===== config.mk =====
export PLATFORM = sky130hd
export DESIGN_NAME = inv_sub_bytes_seq
export DESIGN_NICKNAME = d
export VERILOG_FILES = /design/src/rtl/inv_sub_bytes_seq.sv
export SDC_FILE = /design/constraint.sdc
export NUM_CORES = 1
export LEC_CHECK = 0
export CORE_ASPECT_RATIO = 0.5
export CORE_MARGIN = 10
export CORE_UTILIZATION = 36
export DETAILED_ROUTE_END_ITERATION = 8
export DONT_BUFFER_PORTS = 1
export GPL_TIMING_DRIVEN = 0
export HOLD_SLACK_MARGIN = 0.15
export PLACE_DENSITY_LB_ADDON = 0.15
export SLEW_MARGIN = 20
export SYNTH_ARGS = -nofsm -noshare
export SYNTH_HDL_FRONTEND = slang
export SYNTH_SLANG_ARGS = --single-unit

===== constraint.sdc =====
create_clock -name clk -period 67.3 [get_ports clk]
set_input_delay 0 -clock clk [delete_from_list [all_inputs] [get_ports clk]]
set_output_delay 0 -clock clk [all_outputs]
set_load 0.02 [all_outputs]

===== src/rtl/inv_sub_bytes_seq.sv =====
// Sequential AES InvSubBytes engine, LANES byte lanes per cycle.
// Optional macro INV_SUB_BYTES_FWD_EN adds a mode port for the forward S-box.
module inv_sub_bytes_seq #(
    parameter int LANES = 1
) (
    input  logic         clk,
    input  logic         rst_n,
    input  logic         in_valid,
    output logic         in_ready,
    input  logic [127:0] in_data,
`ifdef INV_SUB_BYTES_FWD_EN
    input  logic         mode,
`endif
    output logic         out_valid,
    input  logic         out_ready,
    output logic [127:0] out_data,
    output logic         busy,
    output logic [15:0]  blk_count
);

    if (!(LANES == 1 || LANES == 2 || LANES == 4 ||
          LANES == 8 || LANES == 16)) begin : g_bad_lanes
        $error("inv_sub_bytes_seq: LANES must be 1, 2, 4, 8 or 16");
    end

    localparam int LW = LANES * 8;
    localparam logic [3:0] STEP = 4'(LANES);
    localparam logic [3:0] LAST = 4'(16 - LANES);
    localparam logic [127:0] MASK0 = ~({128{1'b1}} >> LW);

    typedef enum logic [1:0] {
        S_IDLE,
        S_BUSY,
        S_DONE
    } state_t;

    state_t        r_fsm;
    state_t        w_fsm_nxt;
    logic [127:0]  r_state;
    logic [3:0]    r_idx;
    logic          r_out_valid;
    logic [15:0]   r_blk_cnt;
    logic          r_mode;
    logic          w_accept;
    logic          w_last;
    logic          w_fire;
    logic [LW-1:0] w_lanes;
    logic [127:0]  w_lane_full;
    logic [127:0]  w_repl;
    logic [127:0]  w_mask;
    logic [127:0]  w_next;

    function automatic logic [7:0] gmul(input logic [7:0] a,
                                        input logic [7:0] b);
        logic [7:0] p;
        logic [7:0] aa;
        p  = 8'h00;
        aa = a;
        for (int i = 0; i < 8; i++) begin
            if (b[i]) p = p ^ aa;
            aa = {aa[6:0], 1'b0} ^ (aa[7] ? 8'h1B : 8'h00);
        end
        return p;
    endfunction

    // x^254: six square-and-multiply steps give x^127, one square more.
    function automatic logic [7:0] gfinv(input logic [7:0] x);
        logic [7:0] y;
        y = x;
        for (int i = 0; i < 6; i++) begin
            y = gmul(gmul(y, y), x);
        end
        return gmul(y, y);
    endfunction

    function automatic logic [7:0] inv_aff(input logic [7:0] b);
        return {b[6:0], b[7]} ^ {b[4:0], b[7:5]} ^
               {b[1:0], b[7:2]} ^ 8'h05;
    endfunction

`ifdef INV_SUB_BYTES_FWD_EN
    function automatic logic [7:0] fwd_aff(input logic [7:0] b);
        return b ^ {b[6:0], b[7]} ^ {b[5:0], b[7:6]} ^
               {b[4:0], b[7:5]} ^ {b[3:0], b[7:4]} ^ 8'h63;
    endfunction
`endif

    for (genvar l = 0; l < LANES; l++) begin : g_lane
        logic [3:0] w_bi;
        logic [7:0] w_x;
        logic [7:0] w_gin;
        logic [7:0] w_g;
        logic [7:0] w_y;
        assign w_bi = r_idx + 4'(l);
        assign w_x  = r_state[{~w_bi, 3'b111} -: 8];
`ifdef INV_SUB_BYTES_FWD_EN
        assign w_gin = r_mode ? w_x : inv_aff(w_x);
        assign w_g   = gfinv(w_gin);
        assign w_y   = r_mode ? fwd_aff(w_g) : w_g;
`else
        assign w_gin = inv_aff(w_x);
        assign w_g   = gfinv(w_gin);
        assign w_y   = w_g;
`endif
        assign w_lanes[LW-1-8*l -: 8] = w_y;
    end

    // Left-align the lane results so they can be shifted to the group.
    always_comb begin
        w_lane_full = '0;
        w_lane_full[127 -: LW] = w_lanes;
    end

    assign w_repl = w_lane_full >> {r_idx, 3'b000};
    assign w_mask = MASK0 >> {r_idx, 3'b000};
    assign w_next = (r_state & ~w_mask) | w_repl;

    // FSM state register.
    always_ff @(posedge clk or negedge rst_n) begin
        if (!rst_n) r_fsm <= S_IDLE;
        else        r_fsm <= w_fsm_nxt;
    end

    // Next-state and handshake decode.
    always_comb begin
        w_fsm_nxt = r_fsm;
        in_ready  = 1'b0;
        busy      = 1'b0;
        w_accept  = 1'b0;
        w_last    = 1'b0;
        w_fire    = 1'b0;
        unique case (r_fsm)
            S_IDLE: begin
                in_ready = 1'b1;
                w_accept = in_valid;
                if (in_valid) w_fsm_nxt = S_BUSY;
            end
            S_BUSY: begin
                busy   = 1'b1;
                w_last = (r_idx == LAST);
                if (w_last) w_fsm_nxt = S_DONE;
            end
            S_DONE: begin
                busy   = 1'b1;
                w_fire = out_ready;
                if (out_ready) w_fsm_nxt = S_IDLE;
            end
            default: w_fsm_nxt = S_IDLE;
        endcase
    end

    // Block capture, in-place lane update, output valid and block counter.
    always_ff @(posedge clk or negedge rst_n) begin
        if (!rst_n) begin
            r_state     <= '0;
            r_idx       <= '0;
            r_out_valid <= 1'b0;
            r_blk_cnt   <= '0;
            r_mode      <= 1'b0;
        end else begin
            if (w_accept) begin
                r_state <= in_data;
                r_idx   <= '0;
`ifdef INV_SUB_BYTES_FWD_EN
                r_mode  <= mode;
`else
                r_mode  <= 1'b0;
`endif
            end
            if (r_fsm == S_BUSY) begin
                r_state <= w_next;
                r_idx   <= r_idx + STEP;
            end
            if (w_last) r_out_valid <= 1'b1;
            if (w_fire) begin
                r_out_valid <= 1'b0;
                r_blk_cnt   <= r_blk_cnt + 16'd1;
            end
        end
    end

    assign out_valid = r_out_valid;
    assign out_data  = r_out_valid ? r_state : '0;
    assign blk_count = r_blk_cnt;

`ifndef INV_SUB_BYTES_FWD_EN
    logic w_unused;
    assign w_unused = r_mode;
`endif

endmodule


==> metrics <==
PortBufs=0; setup repair bufs after CTS=0; Post-Syn Nets=3213; Final GP Congestion=0.966; number of synthesized flops with an enable pin=0; worst endpoint required time=67.68 ns; Hold Path Sink=r_state[55]; Max transition margin=26.5%; clk_skew=0.0114 ns; H-tree Lvls=4; HPWL Detailed=slightly below 80 mm; # Max-Cap Violations=0; Hold Path Origin=in_valid; Seq cells post-synth=151; RR Startpoint=r_idx[1]; Async S/R FF share, synth=100%; wire length per cell=24.5 um; crit-path leading delay family=XOR/XNOR gates; die area=around 79000 sq um; sequential fraction of the synthesis area=between 10% and 20%; Fill cells=6934; total clock sinks=151; hold path cells=6; routed wire length=just over 100 mm; Hold Vio Cnt, Final=0; initial drt markers=about 2.4k; DIE HEIGHT=204 um; synth cell count leaders=nor2_1 (397), xnor2_1 (356), nand2_1 (334), a21oi_1 (278), dfrtp_1 (151); TritonCTS clock tree=built; clk buf depth=2; post-synthesis cell count=3065; CTS buffer count=17; Post-Syn Area=approximately 24000 sq um; share of cells above drive strength 1=8.27%; Setup TNS Final=0 ns; Worst Tran Pin Value=1.09 ns; global routing's busiest layer=met2; critical path class=reg2reg; Hold Path Class=in2reg; R2R cell count=93; Synth top area share=15.4%; # DRC=0; Area Growth Syn to Fin=12.7%; RSZ-0062 raised after global routing=no; Initial Utilization=36.4%; GRT Total Usage=24.4%; met1 Use GR=30.9%; reg2reg end=r_state[82]; # rows=67; status=finished, final reports clean; Worst Path Arrival=between 20 and 30 ns; fin. max-slew vios=0; critical path endpoint category=flop; crit path buf inv count=17; Worst-path clk slew=approximately 0.070 ns; Root Buffer=clkbuf_16; crit-path max FO=10; cell mode on critical path=xnor2_1; gr ovfl total=0; worst reg2reg setup slack=38.79 ns; via count=between 20k and 25k; first-pass GRT wire length=151 mm; minimum clock period=28.51 ns; # setup viols final=0; GRT met2 Usage=41.5%; synth top area cells=dfrtp_1 (15%), xnor2_1 (13%), xnor3_1 (8.2%); Max Fclk=35.1 MHz; IO Count=279; Via-to-Cell Ratio=roughly 5.8; Core Footprint=67100 sq um; Skew-Pair Late Insertion Delay=0.45 ns; die width=a little under 400 um; crit share post-route=42.4%; largest net degree at the start of global routing=152; GRT met3 Usage=under 10%; Synth Flop Type=dfrtp_1; Post-Syn Area per Cell=7.98 sq um; Startpoint Class=flop; total iterations of the first detailed-routing run=6; Cell variety after synth=around 100; slowest cell on the critical path=xnor2_1; antenna violations before repair=10; hold_ws=0.242 ns; post-route ant nets=0; count leader, synth=nor2_1; final net count=3365; vias in the first global route=23.1k; Slowest Stage Delay on Critical Path=0.75 ns; cell taking the most area after synthesis=dfrtp_1; Syn. warnings=0
[metal layers]
layer,vias to the layer above,wire length (um)
li1,10957,-
met1,11635,41800
met2,1149,48100
met3,221,6910
met4,2,4460
met5,-,13
[cells in the final DEF (no fill, tap or decap), types with 89 or more instances in the layout]
cell type      instances
nor2_1               396
xnor2_1              356
xor2_1               136
dlygate4sd3_1        132
and2_1               145
dfrtp_1              151
xnor3_1               89
nand2_1              334
clkbuf_1             145
o21ai_0              141
a21oi_1              278
[worst register-to-register path: cells and delay by family (launching register included)]
family / cells / cell delay [ns]
AOI/OAI and AO/OA: 8 / 1.84
xor gates and xnor gates: 43 / 14.60
adders and majority gates: 6 / 2.05
buffers and inverters: 17 / 5.10
DFF: 1 / 0.48
muxes: 3 / 0.79
and+or+nand+nor: 16 / 3.57
[cell type report]
cell class	count	area, sq um	area share (%)
inverters	52	198	0.717
repair buffers	133	1350	4.89
clock inverters	12	178	0.644
plain buffers	220	1000	3.62
flip-flops and latches	151	3780	13.7
diodes	10	25.0	0.0907
well taps	897	1120	4.07
clock buffers	20	437	1.58
multi-input cells	2642	19500	70.7
[worst max-delay path by stage]
stage | end | slack, ns | depth (start not counted) | from
2_1_floorplan | r_state[20] | 44.69 | 94 | r_idx[0]
3_3_place_gp | r_state[82] | 39.34 | 91 | r_idx[1]
3_5_place_dp | r_state[82] | 39.31 | 91 | r_idx[1]
4_1_cts | r_state[82] | 39.14 | 92 | r_idx[1]
5_1_grt | r_state[18] | 36.95 | 92 | r_idx[1]
6_report | r_state[82] | 38.79 | 93 | r_idx[1]
[what timing repair did]
item | CTS | global route
resized for setup | 0 | 0
hold buffers | 133 | 0
hold endpoints to repair | 290 | 0
[state kept, by name, summed over array words and instances, names as in the netlist]
name	flops
r_state	128
blk_count	16
r_idx	4
r_fsm	2
out_valid	1
[per-stage QoR]
step | worst slack [ns] | cells | area (sq um) | util, %
6_report | 38.79 | 4137 | 27600 | 41.1
5_1_grt | 36.95 | 4136 | 27600 | 41.1
4_1_cts | 39.14 | 4127 | 27600 | 41.0
3_5_place_dp | 39.31 | 3962 | 25600 | 38.1
3_3_place_gp | 39.34 | 3962 | 25600 | 38.1
2_1_floorplan | 44.69 | 3065 | 24500 | -
[kinds of logic after synthesis]
kind of cell / after synthesis / synth area share [%]
compound gates: 716 / 18.3
xor+xnor: 673 / 33.4
flops: 151 / 15.4
mux: 99 / 5.79
buf+inv: 272 / 4.89
fa+ha+maj: 16 / 0.818
simple gates: 1138 / 21.4
Power is left out: the tool's default activity adds up to more than one toggle a clock period on the data nets, which glitch-free logic cannot reach.
